===== src/rtl/rx_frame_deserializer_pkg.sv =====
// Shared widths, defaults and state type for the RX frame deserializer.
package rx_frame_deserializer_pkg;

    localparam int DEF_SYM_W          = 3;
    localparam int DEF_SYMS_PER_FRAME = 128;
    localparam int DEF_DONE_TIMEOUT   = 1023;
    localparam int DEF_FRAME_W        = DEF_SYM_W * DEF_SYMS_PER_FRAME;
    localparam int FRAME_CNT_W        = 16;

    typedef enum logic [1:0] {
        ST_COLLECT = 2'd0,
        ST_DECODE  = 2'd1,
        ST_OUTPUT  = 2'd2
    } rx_state_e;

endpackage


===== src/rtl/rx_frame_deserializer_if.sv =====
// Symbol-in / decoder / frame-out bundle; slave is the deserializer's view, master the driver's.
interface rx_frame_deserializer_if
    import rx_frame_deserializer_pkg::*;
#(
    parameter int SYM_W          = DEF_SYM_W,
    parameter int SYMS_PER_FRAME = DEF_SYMS_PER_FRAME
);
    logic                              i_code_rate;
    logic [SYM_W-1:0]                  i_sym;
    logic                              i_sym_valid;
    logic                              o_sym_ready;
    logic [SYM_W*SYMS_PER_FRAME-1:0]   o_decoder_data_frame;
    logic                              o_en;
    logic [SYMS_PER_FRAME-1:0]         i_decoder_data;
    logic                              i_decoder_done;
    logic [SYMS_PER_FRAME-1:0]         o_data;
    logic                              o_data_valid;
    logic                              i_data_ready;
    logic                              o_timeout;
    logic [FRAME_CNT_W-1:0]            o_frame_cnt;

    modport slave (
        input  i_code_rate, i_sym, i_sym_valid, i_decoder_data, i_decoder_done, i_data_ready,
        output o_sym_ready, o_decoder_data_frame, o_en, o_data, o_data_valid, o_timeout, o_frame_cnt
    );

    modport master (
        output i_code_rate, i_sym, i_sym_valid, i_decoder_data, i_decoder_done, i_data_ready,
        input  o_sym_ready, o_decoder_data_frame, o_en, o_data, o_data_valid, o_timeout, o_frame_cnt
    );
endinterface


===== src/rtl/rx_frame_deserializer.sv =====
// Packs SYMS_PER_FRAME symbols into a decoder frame, runs the decoder with a timeout, holds the result.
// Latency: DECODE one cycle after the last symbol; ready only in COLLECT; o_data held until i_data_ready.
module rx_frame_deserializer
    import rx_frame_deserializer_pkg::*;
#(
    parameter int SYM_W          = DEF_SYM_W,
    parameter int SYMS_PER_FRAME = DEF_SYMS_PER_FRAME,
    parameter int DONE_TIMEOUT   = DEF_DONE_TIMEOUT
) (
    input  logic                   sys_clk,
    input  logic                   rst,
    rx_frame_deserializer_if.slave bus
);

    localparam int FRAME_W = SYM_W * SYMS_PER_FRAME;
    localparam int IDX_W   = $clog2(SYMS_PER_FRAME);
    localparam int TMO_W   = $clog2(DONE_TIMEOUT + 1);
    localparam logic [IDX_W-1:0] LAST_IDX = IDX_W'(SYMS_PER_FRAME - 1);
    localparam logic [TMO_W-1:0] TMO_LAST = TMO_W'(DONE_TIMEOUT - 1);
    // Rate 1/2 carries no third generator output, so the top symbol bit is forced to 0.
    localparam logic [SYM_W-1:0] HALF_MASK = {1'b0, {(SYM_W-1){1'b1}}};

    rx_state_e                 state_q, state_d;
    logic [IDX_W-1:0]          idx_q, idx_d;
    logic                      rate_q, rate_d;
    logic [TMO_W-1:0]          tmo_q, tmo_d;
    logic [FRAME_W-1:0]        frame_q, frame_d;
    logic [SYMS_PER_FRAME-1:0] data_q, data_d;
    logic                      data_vld_q, data_vld_d;
    logic                      timeout_q, timeout_d;
    logic [FRAME_CNT_W-1:0]    frame_cnt_q, frame_cnt_d;

    logic                      sym_rate;
    logic [SYM_W-1:0]          sym_bits;

    always_comb begin
        state_d     = state_q;
        idx_d       = idx_q;
        rate_d      = rate_q;
        tmo_d       = tmo_q;
        frame_d     = frame_q;
        data_d      = data_q;
        data_vld_d  = data_vld_q;
        timeout_d   = 1'b0;
        frame_cnt_d = frame_cnt_q;

        // Symbol 0 sets the frame's rate; later symbols reuse the latched value.
        sym_rate = (idx_q == '0) ? bus.i_code_rate : rate_q;
        sym_bits = sym_rate ? bus.i_sym : (bus.i_sym & HALF_MASK);

        case (state_q)
            ST_COLLECT: begin
                if (bus.i_sym_valid) begin
                    rate_d = sym_rate;
                    frame_d[idx_q*SYM_W +: SYM_W] = sym_bits;
                    if (idx_q == LAST_IDX) begin
                        idx_d   = '0;
                        tmo_d   = '0;
                        state_d = ST_DECODE;
                    end else begin
                        idx_d = idx_q + 1'b1;
                    end
                end
            end
            ST_DECODE: begin
                // Done is checked first so it wins over a coincident timeout expiry.
                if (bus.i_decoder_done) begin
                    data_d      = bus.i_decoder_data;
                    data_vld_d  = 1'b1;
                    frame_cnt_d = frame_cnt_q + 1'b1;
                    tmo_d       = '0;
                    state_d     = ST_OUTPUT;
                end else if (tmo_q == TMO_LAST) begin
                    timeout_d = 1'b1;
                    tmo_d     = '0;
                    idx_d     = '0;
                    frame_d   = '0;
                    state_d   = ST_COLLECT;
                end else begin
                    tmo_d = tmo_q + 1'b1;
                end
            end
            ST_OUTPUT: begin
                if (bus.i_data_ready && data_vld_q) begin
                    data_vld_d = 1'b0;
                    frame_d    = '0;
                    state_d    = ST_COLLECT;
                end
            end
            default: state_d = ST_COLLECT;
        endcase
    end

    always_ff @(posedge sys_clk or posedge rst) begin
        if (rst) begin
            state_q     <= ST_COLLECT;
            idx_q       <= '0;
            rate_q      <= 1'b0;
            tmo_q       <= '0;
            frame_q     <= '0;
            data_q      <= '0;
            data_vld_q  <= 1'b0;
            timeout_q   <= 1'b0;
            frame_cnt_q <= '0;
        end else begin
            state_q     <= state_d;
            idx_q       <= idx_d;
            rate_q      <= rate_d;
            tmo_q       <= tmo_d;
            frame_q     <= frame_d;
            data_q      <= data_d;
            data_vld_q  <= data_vld_d;
            timeout_q   <= timeout_d;
            frame_cnt_q <= frame_cnt_d;
        end
    end

    assign bus.o_sym_ready          = (state_q == ST_COLLECT);
    assign bus.o_en                 = (state_q == ST_DECODE);
    assign bus.o_decoder_data_frame = frame_q;
    assign bus.o_data               = data_q;
    assign bus.o_data_valid         = data_vld_q;
    assign bus.o_timeout            = timeout_q;
    assign bus.o_frame_cnt          = frame_cnt_q;

endmodule


===== src/flat_wrapper.sv =====
// flat-port wrapper written by rule: the top's interface ports become plain ports
module rx_frame_deserializer_flat import rx_frame_deserializer_pkg::*;
#(
    parameter int SYM_W          = DEF_SYM_W,
    parameter int SYMS_PER_FRAME = DEF_SYMS_PER_FRAME,
    parameter int DONE_TIMEOUT   = DEF_DONE_TIMEOUT
)
  (sys_clk, rst, bus_i_code_rate, bus_i_sym, bus_i_sym_valid, bus_i_decoder_data, bus_i_decoder_done, bus_i_data_ready, bus_o_sym_ready, bus_o_decoder_data_frame, bus_o_en, bus_o_data, bus_o_data_valid, bus_o_timeout, bus_o_frame_cnt);
  rx_frame_deserializer_if #(.SYM_W(SYM_W), .SYMS_PER_FRAME(SYMS_PER_FRAME)) bus_i ();
  input  logic sys_clk;
  input  logic rst;
  input wire logic [$bits(bus_i.i_code_rate)-1:0] bus_i_code_rate;
  input wire logic [$bits(bus_i.i_sym)-1:0] bus_i_sym;
  input wire logic [$bits(bus_i.i_sym_valid)-1:0] bus_i_sym_valid;
  input wire logic [$bits(bus_i.i_decoder_data)-1:0] bus_i_decoder_data;
  input wire logic [$bits(bus_i.i_decoder_done)-1:0] bus_i_decoder_done;
  input wire logic [$bits(bus_i.i_data_ready)-1:0] bus_i_data_ready;
  output wire logic [$bits(bus_i.o_sym_ready)-1:0] bus_o_sym_ready;
  output wire logic [$bits(bus_i.o_decoder_data_frame)-1:0] bus_o_decoder_data_frame;
  output wire logic [$bits(bus_i.o_en)-1:0] bus_o_en;
  output wire logic [$bits(bus_i.o_data)-1:0] bus_o_data;
  output wire logic [$bits(bus_i.o_data_valid)-1:0] bus_o_data_valid;
  output wire logic [$bits(bus_i.o_timeout)-1:0] bus_o_timeout;
  output wire logic [$bits(bus_i.o_frame_cnt)-1:0] bus_o_frame_cnt;
  assign bus_i.i_code_rate = bus_i_code_rate;
  assign bus_i.i_sym = bus_i_sym;
  assign bus_i.i_sym_valid = bus_i_sym_valid;
  assign bus_i.i_decoder_data = bus_i_decoder_data;
  assign bus_i.i_decoder_done = bus_i_decoder_done;
  assign bus_i.i_data_ready = bus_i_data_ready;
  assign bus_o_sym_ready = bus_i.o_sym_ready;
  assign bus_o_decoder_data_frame = bus_i.o_decoder_data_frame;
  assign bus_o_en = bus_i.o_en;
  assign bus_o_data = bus_i.o_data;
  assign bus_o_data_valid = bus_i.o_data_valid;
  assign bus_o_timeout = bus_i.o_timeout;
  assign bus_o_frame_cnt = bus_i.o_frame_cnt;
  rx_frame_deserializer #(.SYM_W(SYM_W), .SYMS_PER_FRAME(SYMS_PER_FRAME), .DONE_TIMEOUT(DONE_TIMEOUT)) u_core (.sys_clk(sys_clk), .rst(rst), .bus(bus_i));
endmodule

===== config.mk =====
export PLATFORM = sky130hd
export DESIGN_NAME = rx_frame_deserializer_flat
export DESIGN_NICKNAME = d
export VERILOG_FILES = /design/src/rtl/rx_frame_deserializer_pkg.sv /design/src/rtl/rx_frame_deserializer_if.sv /design/src/rtl/rx_frame_deserializer.sv /design/src/flat_wrapper.sv
export SDC_FILE = /design/constraint.sdc
export NUM_CORES = 1
export LEC_CHECK = 0
export CAP_MARGIN = 15
export CORE_AREA = 2 2 264 266
export CTS_CLUSTER_DIAMETER = 60
export DETAILED_ROUTE_END_ITERATION = 8
export DIE_AREA = 0 0 266 268
export GPL_ROUTABILITY_DRIVEN = 0
export MAX_ROUTING_LAYER = met4
export SKIP_LAST_GASP = 1
export SYNTH_ARGS = -nofsm -noshare
export SYNTH_HDL_FRONTEND = slang
export SYNTH_SLANG_ARGS = --single-unit

===== constraint.sdc =====
create_clock -name sys_clk -period 25.6 [get_ports sys_clk]
set_clock_uncertainty 0.2 [all_clocks]
set_input_delay 3.84 -clock sys_clk [delete_from_list [all_inputs] [get_ports sys_clk]]
set_output_delay 3.84 -clock sys_clk [all_outputs]
set_load 0.01 [all_outputs]

==> results of run 1 <==
-- cells by family (layout without fill, tap and decap cells) --
kind of cell / after synthesis / count (layout) / synth area share (%)
AO/OA/AOI/OAI: 528 / 528 / 16.84
AND/OR/NAND/NOR: 918 / 918 / 17.88
buffers and inverters: 174 / 832 / 3.104
adder cells (fa/ha/maj): 11 / 11 / 0.5857
multiplexers: 45 / 45 / 1.938
XOR/XNOR: 28 / 28 / 1.076
flip-flops: 550 / 550 / 58.57
other: 0 / 2 / 0
-- synthesized netlist by cell type (all sizes together) (3+ instances only) --
library cell	n
dfrtp	550
nand2	538
o21ai	175
a22o	174
nand3	128
clkbuf	105
nor3	90
nor2	71
a32o	68
buf	54
mux2i	44
o31ai	29
o41ai	20
nand4	19
a21oi	17
xnor2	17
inv	15
ha	11
xor2	11
nor2b	10
nor4	8
or4	8
and2	7
or2	7
a31oi	6
or3	6
a21o	5
and3	5
nand2b	5
a31o	4
and4	4
nor3b	4
a41oi	3
o22ai	3
o2bb2ai	3
or4b	3
-- power by group through the flow --
stage                     clock (mW)  sequential, mW  combinational, mW
after floorplan                    0            1.14              0.580
after global placement             0            1.12               1.19
after detailed placement           0            1.12               1.21
after CTS                      0.964            1.11               1.21
after global routing            1.00            1.12               1.29
final                          0.944            1.11               1.21
-- cell type report --
| class | instances | area [um2] |
|---|---|---|
| well taps | 882 | 1104 |
| repair buffers | 702 | 6994 |
| multi-input cells | 1530 | 9109 |
| flip-flops and latches | 550 | 13760 |
| diodes | 2 | 5.005 |
| clock inverters | 21 | 290.3 |
| inverters | 15 | 63.81 |
| clock buffers | 94 | 1858 |
| fillers | 6205 | 35040 |
-- through the flow --
stage / instance area, um2 / setup slack [ns] / hold WS, ns
detailed placement: 30980 / 17.52 / 0.2607
CTS: 33130 / 18.15 / 0.2763
global route: 33190 / 17.87 / 0.2922
floorplan: 23500 / 6.183 / 0.2594
finish: 33190 / 18.11 / 0.2725
global placement: 30980 / 17.57 / 0.2574
-- routing by layer --
layer | up-vias | track usage, % | wire [um]
met5 | - | - | 0
met4 | 0 | 12.28 | 4660
met3 | 188 | 5.626 | 7020
met2 | 977 | 42.47 | 44960
met1 | 10410 | 30.71 | 35760
li1 | 9329 | - | -
-- registers in the layout, summed over array words and instances (netlist names) --
name	cells
u_core.idx_q	7
u_core.bus.o_data	128
u_core.state_q	2
u_core.bus.o_timeout	1
u_core.bus.o_frame_cnt	16
u_core.bus.o_data_valid	1
u_core.rate_q	1
u_core.bus.o_decoder_data_frame	384
u_core.tmo_q	10
-- critical path: cells and delay by family --
| family | cells | cell delay, ns |
|---|---|---|
| AO/OA/AOI/OAI | 2 | 0.60 |
| AND/OR/NAND/NOR | 4 | 1.54 |
| buffers and inverters | 3 | 1.71 |
-- cells in the final DEF, fill, tap and decap left out, types with 7 or more instances in the layout --
cell	instances
nor3_2	29
nor2_1	66
a21oi_1	17
ha_1	10
o41ai_1	18
nand3_1	128
clkbuf_1	19
buf_4	31
a32o_1	68
nor3_1	60
nor2b_1	9
a22o_1	174
o21ai_0	170
nand2_1	536
or2_2	7
xnor2_1	16
nand4_1	19
clkdlybuf4s50_1	668
inv_1	14
clkbuf_16	67
o31ai_1	27
xor2_1	10
clkbuf_8	8
dfrtp_1	550
mux2i_1	43
-- final timing paths --
check,start,end,slack [ns],depth (start not counted)
worst max-delay path,bus_i_data_ready,u_core.bus.o_decoder_data_frame[255],18.11,9
worst min-delay path,u_core.bus.o_data[8],u_core.bus.o_data[8],0.27,2
worst max register to register,u_core.idx_q[0],u_core.bus.o_decoder_data_frame[164],20.72,8
worst min register to register,u_core.bus.o_data[8],u_core.bus.o_data[8],0.27,2
max in group asynchronous,rst,u_core.bus.o_decoder_data_frame[345],19.07,4
min in group asynchronous,rst,u_core.bus.o_decoder_data_frame[26],3.64,2
==> load_flow_metrics.sql, run 1 <==
INSERT INTO impl_metrics (metric_group, metric, value, unit) VALUES
('status', 'outcome', 'finished, final reports clean', ''),
('clocking', 'cts_buffer_depth', '3', ''),
('yosys', 'netlist_area', '0.02350', 'mm2'),
('clocking', 'post_cts_buffers', '0', ''),
('timing', 'setup-tns-final', '0', 'ns'),
('grt', 'grt_antenna_before_repair', '3', ''),
('placement', 'numPlacedInstances', '3677', ''),
('yosys', 'post_synth_num_cell_types', '78', ''),
('worst_setup_path', 'timing.critical_path.slowest_cell_delay', '0.85', 'ns'),
('yosys', 'postSynthRegisterBits', '550', ''),
('floorplan', 'dieArea', '0.07129', 'mm2'),
('route', 'avgRoutedWirePerCell', '24.34', 'um'),
('power_and_ir_drop', 'combinationalPowerShare', '37.2', '%'),
('floorplan', 'die_height', '268', 'um'),
('yosys', 'asyncSetResetFlopFracSynth', '100.0', '%'),
('clocking', 'worstSkewPairLatency', '0.60', 'ns'),
('yosys', 'yosysTopAreaCell', 'dfrtp_1', ''),
('grt', 'grt.total_usage', '26.00', '%'),
('placement', 'place.port_buffers', '668', ''),
('clocking', 'cts_inserted_buffers', '66', ''),
('worst_setup_path', 'timing.critical_path.slowest_stage_cell', 'buf_4', ''),
('route', 'final_antenna_net_count', '0', ''),
('yosys', 'synthDominantCellAreaShare', '58.57', '%'),
('worst_setup_path', 'worst-setup-path-type', 'primary input to flip-flop', ''),
('route', 'routed_via_density', '5.508', ''),
('power_and_ir_drop', 'p_clk_share', '28.9', '%'),
('floorplan', 'io_pins', '669', ''),
('power_and_ir_drop', 'internal-power', '1.973', 'mW'),
('grt', 'grt_max_degree', '179', ''),
('clocking', 'cts_resized', '0', ''),
('power_and_ir_drop', 'seq_power_share', '34.0', '%'),
('timing', 'maxSlewHeadroom', '26.37', '%'),
('flow_run', 'max_cap_viol_count', '0', ''),
('worst_setup_path', 'critPathCaptureType', 'flip-flop', ''),
('yosys', 'synth.yosys.warnings', '0', ''),
('clocking', 'cts-htree-levels', '3', ''),
('yosys', 'syn-mean-instance-area', '10.42', 'um2'),
('yosys', 'synth_top_flop_cell', 'dfrtp_1', ''),
('power_and_ir_drop', 'ir_worst_vdd', '0.00007767', 'V'),
('clocking', 'tritoncts_num_sinks', '550', ''),
('floorplan', 'die-width', '266', 'um'),
('floorplan', 'core_area', '0.06823', 'mm2'),
('floorplan', 'row_count', '96', ''),
('clocking', 'cts_hold_repair.buffers', '0', ''),
('timing', 'clock.fmax', '133.4', 'MHz'),
('finish', 'drive_above_1_share', '7.246', '%'),
('power_and_ir_drop', 'totalPowerFinal', '3.267', 'mW'),
('worst_setup_path', 'crit_path_cell_trace', 'clkdlybuf4s50_1 > nand2_1 > a211o_1 > nor2_4 > buf_4 > nand2_1 > nor2_2 > buf_4 > a32o_1', ''),
('placement', 'post-dp-hpwl', '64880', 'um'),
('finish', 'area.growth.synth_to_final', '41.24', '%'),
('grt', 'first_global_vias', '20990', ''),
('finish', 'final_nets', '3013', ''),
('floorplan', 'start_util', '34.44', '%'),
('yosys', 'post_synth_inst_count', '2254', ''),
('power_and_ir_drop', 'power_density', '98.45', 'mW/mm2'),
('yosys', 'synth_enable_flop_cells', '0', ''),
('power_and_ir_drop', 'switching_share_of_power', '39.60', '%'),
('clocking', 'clock_tree.root_cell', 'clkbuf_16', ''),
('timing', 'rsz_0062_raised_after_global_routing', 'false', ''),
('route', 'total_routed_length', '92400', 'um'),
('route', 'drt_first_iter_violations', '1785', ''),
('timing', 'worst-slew-pin-transition', '1.102', 'ns'),
('power_and_ir_drop', 'power.leakage', '14.47', 'nW'),
('timing', 'setup_viol', '0', ''),
('timing', 'period_needed', '7.494', 'ns'),
('route', 'post-route-drc-count', '0', ''),
('route', 'pre_antenna_drt_iters', '8', ''),
('power_and_ir_drop', 'power.switching', '1.294', 'mW'),
('route', 'routed-via-count', '20910', ''),
('worst_setup_path', 'worst-endpoint-required', '25.93', 'ns'),
('yosys', 'synth_area_leaders', 'dfrtp_1, nand2_1, a22o_1, o21ai_0, a32o_1', '');
(Power assumes the default switching activity.)
==> inputs of run 2 (changes only) <==
==> constraint.sdc (replaced) <==
create_clock -name sys_clk -period 7.4 [get_ports sys_clk]
set_clock_uncertainty 0.2 [all_clocks]
set_input_delay 1.11 -clock sys_clk [delete_from_list [all_inputs] [get_ports sys_clk]]
set_output_delay 1.11 -clock sys_clk [all_outputs]
set_load 0.01 [all_outputs]
==> load_flow_metrics.sql, run 2 (synthesized netlist as in run 1, its figures left out) <==
INSERT INTO impl_metrics (metric_group, metric, value, unit) VALUES
('finish', 'area.growth.synth_to_final', '41.09', '%'),
('finish', 'largest_register_ff_count', '384', ''),
('worst_setup_path', 'crit_fanout', '24', ''),
('route', 'total_routed_length', '92480', 'um'),
('floorplan', 'dieArea', '0.07129', 'mm2'),
('clocking', 'cts_hold_repair.buffers', '0', ''),
('floorplan', 'die-width', '266', 'um'),
('timing', 'period_needed', '4.527', 'ns'),
('finish', 'final_nets', '3008', ''),
('floorplan', 'start_util', '34.44', '%'),
('route', 'route.layer.met1.wl', '36030', 'um'),
('clocking', 'tritoncts_num_sinks', '550', ''),
('timing', 'final.period_utilization', '61.18', '%'),
('timing', 'worst-slew-pin-transition', '1.103', 'ns'),
('finish', 'drive_above_1_share', '7.420', '%'),
('route', 'met2_length', '45900', 'um'),
('floorplan', 'row_count', '96', ''),
('worst_setup_path', 'crit_path_cell_trace', 'inv_1 > ha_1 > xnor2_1 > nor2_1 > nand2_1 > nor3_1 > o21ai_0 > a22o_1', ''),
('power_and_ir_drop', 'ir_worst_vdd', '0.0003281', 'V'),
('hold_path', 'holdCritPathClass', 'flip-flop to flip-flop', ''),
('power_and_ir_drop', 'power.leakage', '14.46', 'nW'),
('clocking', 'cts_resized', '0', ''),
('worst_setup_path', 'crit_buf_inv', '1', ''),
('grt', 'grt_antenna_before_repair', '5', ''),
('grt', 'first_global_vias', '21360', ''),
('flow_run', 'max_cap_viol_count', '0', ''),
('timing', 'maxSlewViolCount', '0', ''),
('worst_setup_path', 'worst-setup-path-type', 'flip-flop to flip-flop', ''),
('worst_setup_path', 'worst-endpoint-required', '7.71', 'ns'),
('route', 'drt_first_iter_violations', '1683', ''),
('clocking', 'cts_inserted_buffers', '61', ''),
('route', 'avgRoutedWirePerCell', '24.35', 'um'),
('timing', 'maxSlewHeadroom', '26.29', '%'),
('finish', 'mostFrequentLayoutCell', 'clkdlybuf4s50_1', ''),
('route', 'final_antenna_net_count', '0', ''),
('finish', 'final_design_area_no_fill', '0.03315', 'mm2'),
('timing', 'hold_violation_total_from_the_final_report', '0', ''),
('worst_setup_path', 'path_delay_family', 'simple AND/OR/NAND/NOR gates', ''),
('clocking', 'clock_tree.root_cell', 'clkbuf_16', ''),
('clocking', 'post_cts_buffers', '0', ''),
('floorplan', 'core_area', '0.06823', 'mm2'),
('route', 'pre_antenna_drt_iters', '7', ''),
('floorplan', 'io_pins', '669', ''),
('finish', 'final_cell_mix', 'clkdlybuf4s50_1, dfrtp_1, nand2_1', ''),
('worst_setup_path', 'critPathLaunchType', 'flip-flop', ''),
('clocking', 'cts-htree-levels', '2', ''),
('route', 'post-route-drc-count', '0', ''),
('route', 'routed_via_density', '5.551', ''),
('grt', 'grt_max_degree', '137', ''),
('worst_setup_path', 'timing.critical_path.slowest_cell_delay', '0.81', 'ns'),
('worst_setup_path', 'critPathCaptureType', 'flip-flop', ''),
('status', 'outcome', 'finished, final reports clean', ''),
('clocking', 'clkSlewWorstSetupHoldPaths', '0.06', 'ns'),
('timing', 'setup_viol', '0', ''),
('clocking', 'worstSkewPairLatency', '0.63', 'ns'),
('power_and_ir_drop', 'totalPowerFinal', '11.18', 'mW'),
('grt', 'global_route.overflow_total', '0', ''),
('grt', 'grt_first_pass_wirelength', '136500', 'um'),
('route', 'routed-via-count', '21080', ''),
('route', 'route.top_layer_used', 'met4', ''),
('worst_setup_path', 'timing.critical_path.slowest_stage_cell', 'dfrtp_1', ''),
('placement', 'post-dp-hpwl', '65540', 'um'),
('placement', 'placedInstanceArea', '0.03103', 'mm2'),
('timing', 'clock.fmax', '220.9', 'MHz'),
('floorplan', 'die_height', '268', 'um'),
('route', 'met3RoutedLength', '6412', 'um'),
('placement', 'place.port_buffers', '668', ''),
('clocking', 'cts_tree', 'built', ''),
('timing', 'rsz_0062_raised_after_global_routing', 'false', ''),
('power_and_ir_drop', 'power_density', '337.1', 'mW/mm2'),
('grt', 'grt.total_usage', '25.86', '%'),
('worst_setup_path', 'worst_endpoint_data_arrival_time', '4.84', 'ns'),
('clocking', 'cts_buffer_depth', '3', '');
## run 2: changes by cell type in the layout (fill, tap and decap cells not counted), sizes merged
cell	before	now
bufinv	5	4
clkbuf	94	91
clkinv	7	15
clkinvlp	3	2
diode	2	5
inv	21	17
## run 2: report_power, final
group          switching (mW)  internal (mW)
Combinational            2.75           1.44
Sequential              0.392           3.45
Clock                    1.31           1.84
Total                    4.45           6.73
## run 2: per-stage QoR
step | hold slack, ns | TNS [ns] | instances | setup slack [ns] | util, %
after floorplan | 0.2594 | -766.62 | 2254 | -1.394 | -
after global placement | 0.2570 | 0 | 3677 | 2.865 | 45.46
after detailed placement | 0.2619 | 0 | 3678 | 2.888 | 45.48
after CTS | 0.2777 | 0 | 3792 | 3.004 | 48.53
after global routing | 0.2890 | 0 | 3798 | 2.576 | 48.59
final | 0.2691 | 0 | 3798 | 2.873 | 48.59
## run 2: area by class of cell
class	instances	area, um2
fillers	6201	35070
repair buffers	702	7019
inverters	15	60.06
multi-input cells	1530	9109
well taps	882	1104
clock buffers	91	1821
diodes	5	12.51
clock inverters	23	265.3
flip-flops and latches	550	13760
## run 2: final timing paths
kind,cells past startpoint,from,slack (ns),endpoint
setup / recovery,8,u_core.idx_q[0],2.87,u_core.bus.o_decoder_data_frame[260]
hold / removal,2,u_core.bus.o_data[122],0.27,u_core.bus.o_data[122]
setup reg to reg,8,u_core.idx_q[0],2.87,u_core.bus.o_decoder_data_frame[260]
hold reg to reg,2,u_core.bus.o_data[122],0.27,u_core.bus.o_data[122]
max in group asynchronous,4,rst,4.86,u_core.bus.o_decoder_data_frame[226]
min in group asynchronous,3,rst,0.73,u_core.bus.o_data[100]
## run 2: worst reg2reg max path: cells and delay by family, from the launching register on
kind	cells	cell delay (ns)
flops	1	0.81
fa+ha+maj	1	0.47
simple gates	3	1.93
compound gates	2	0.50
buf+inv	1	0.20
xor+xnor	1	0.31
## run 2: per-layer routing
metal | vias up | GRT usage (%)
li1 | 9311 | -
met1 | 10620 | 30.56
met2 | 963 | 43.09
met3 | 185 | 5.361
met4 | 0 | 10.75
met5 | - | -
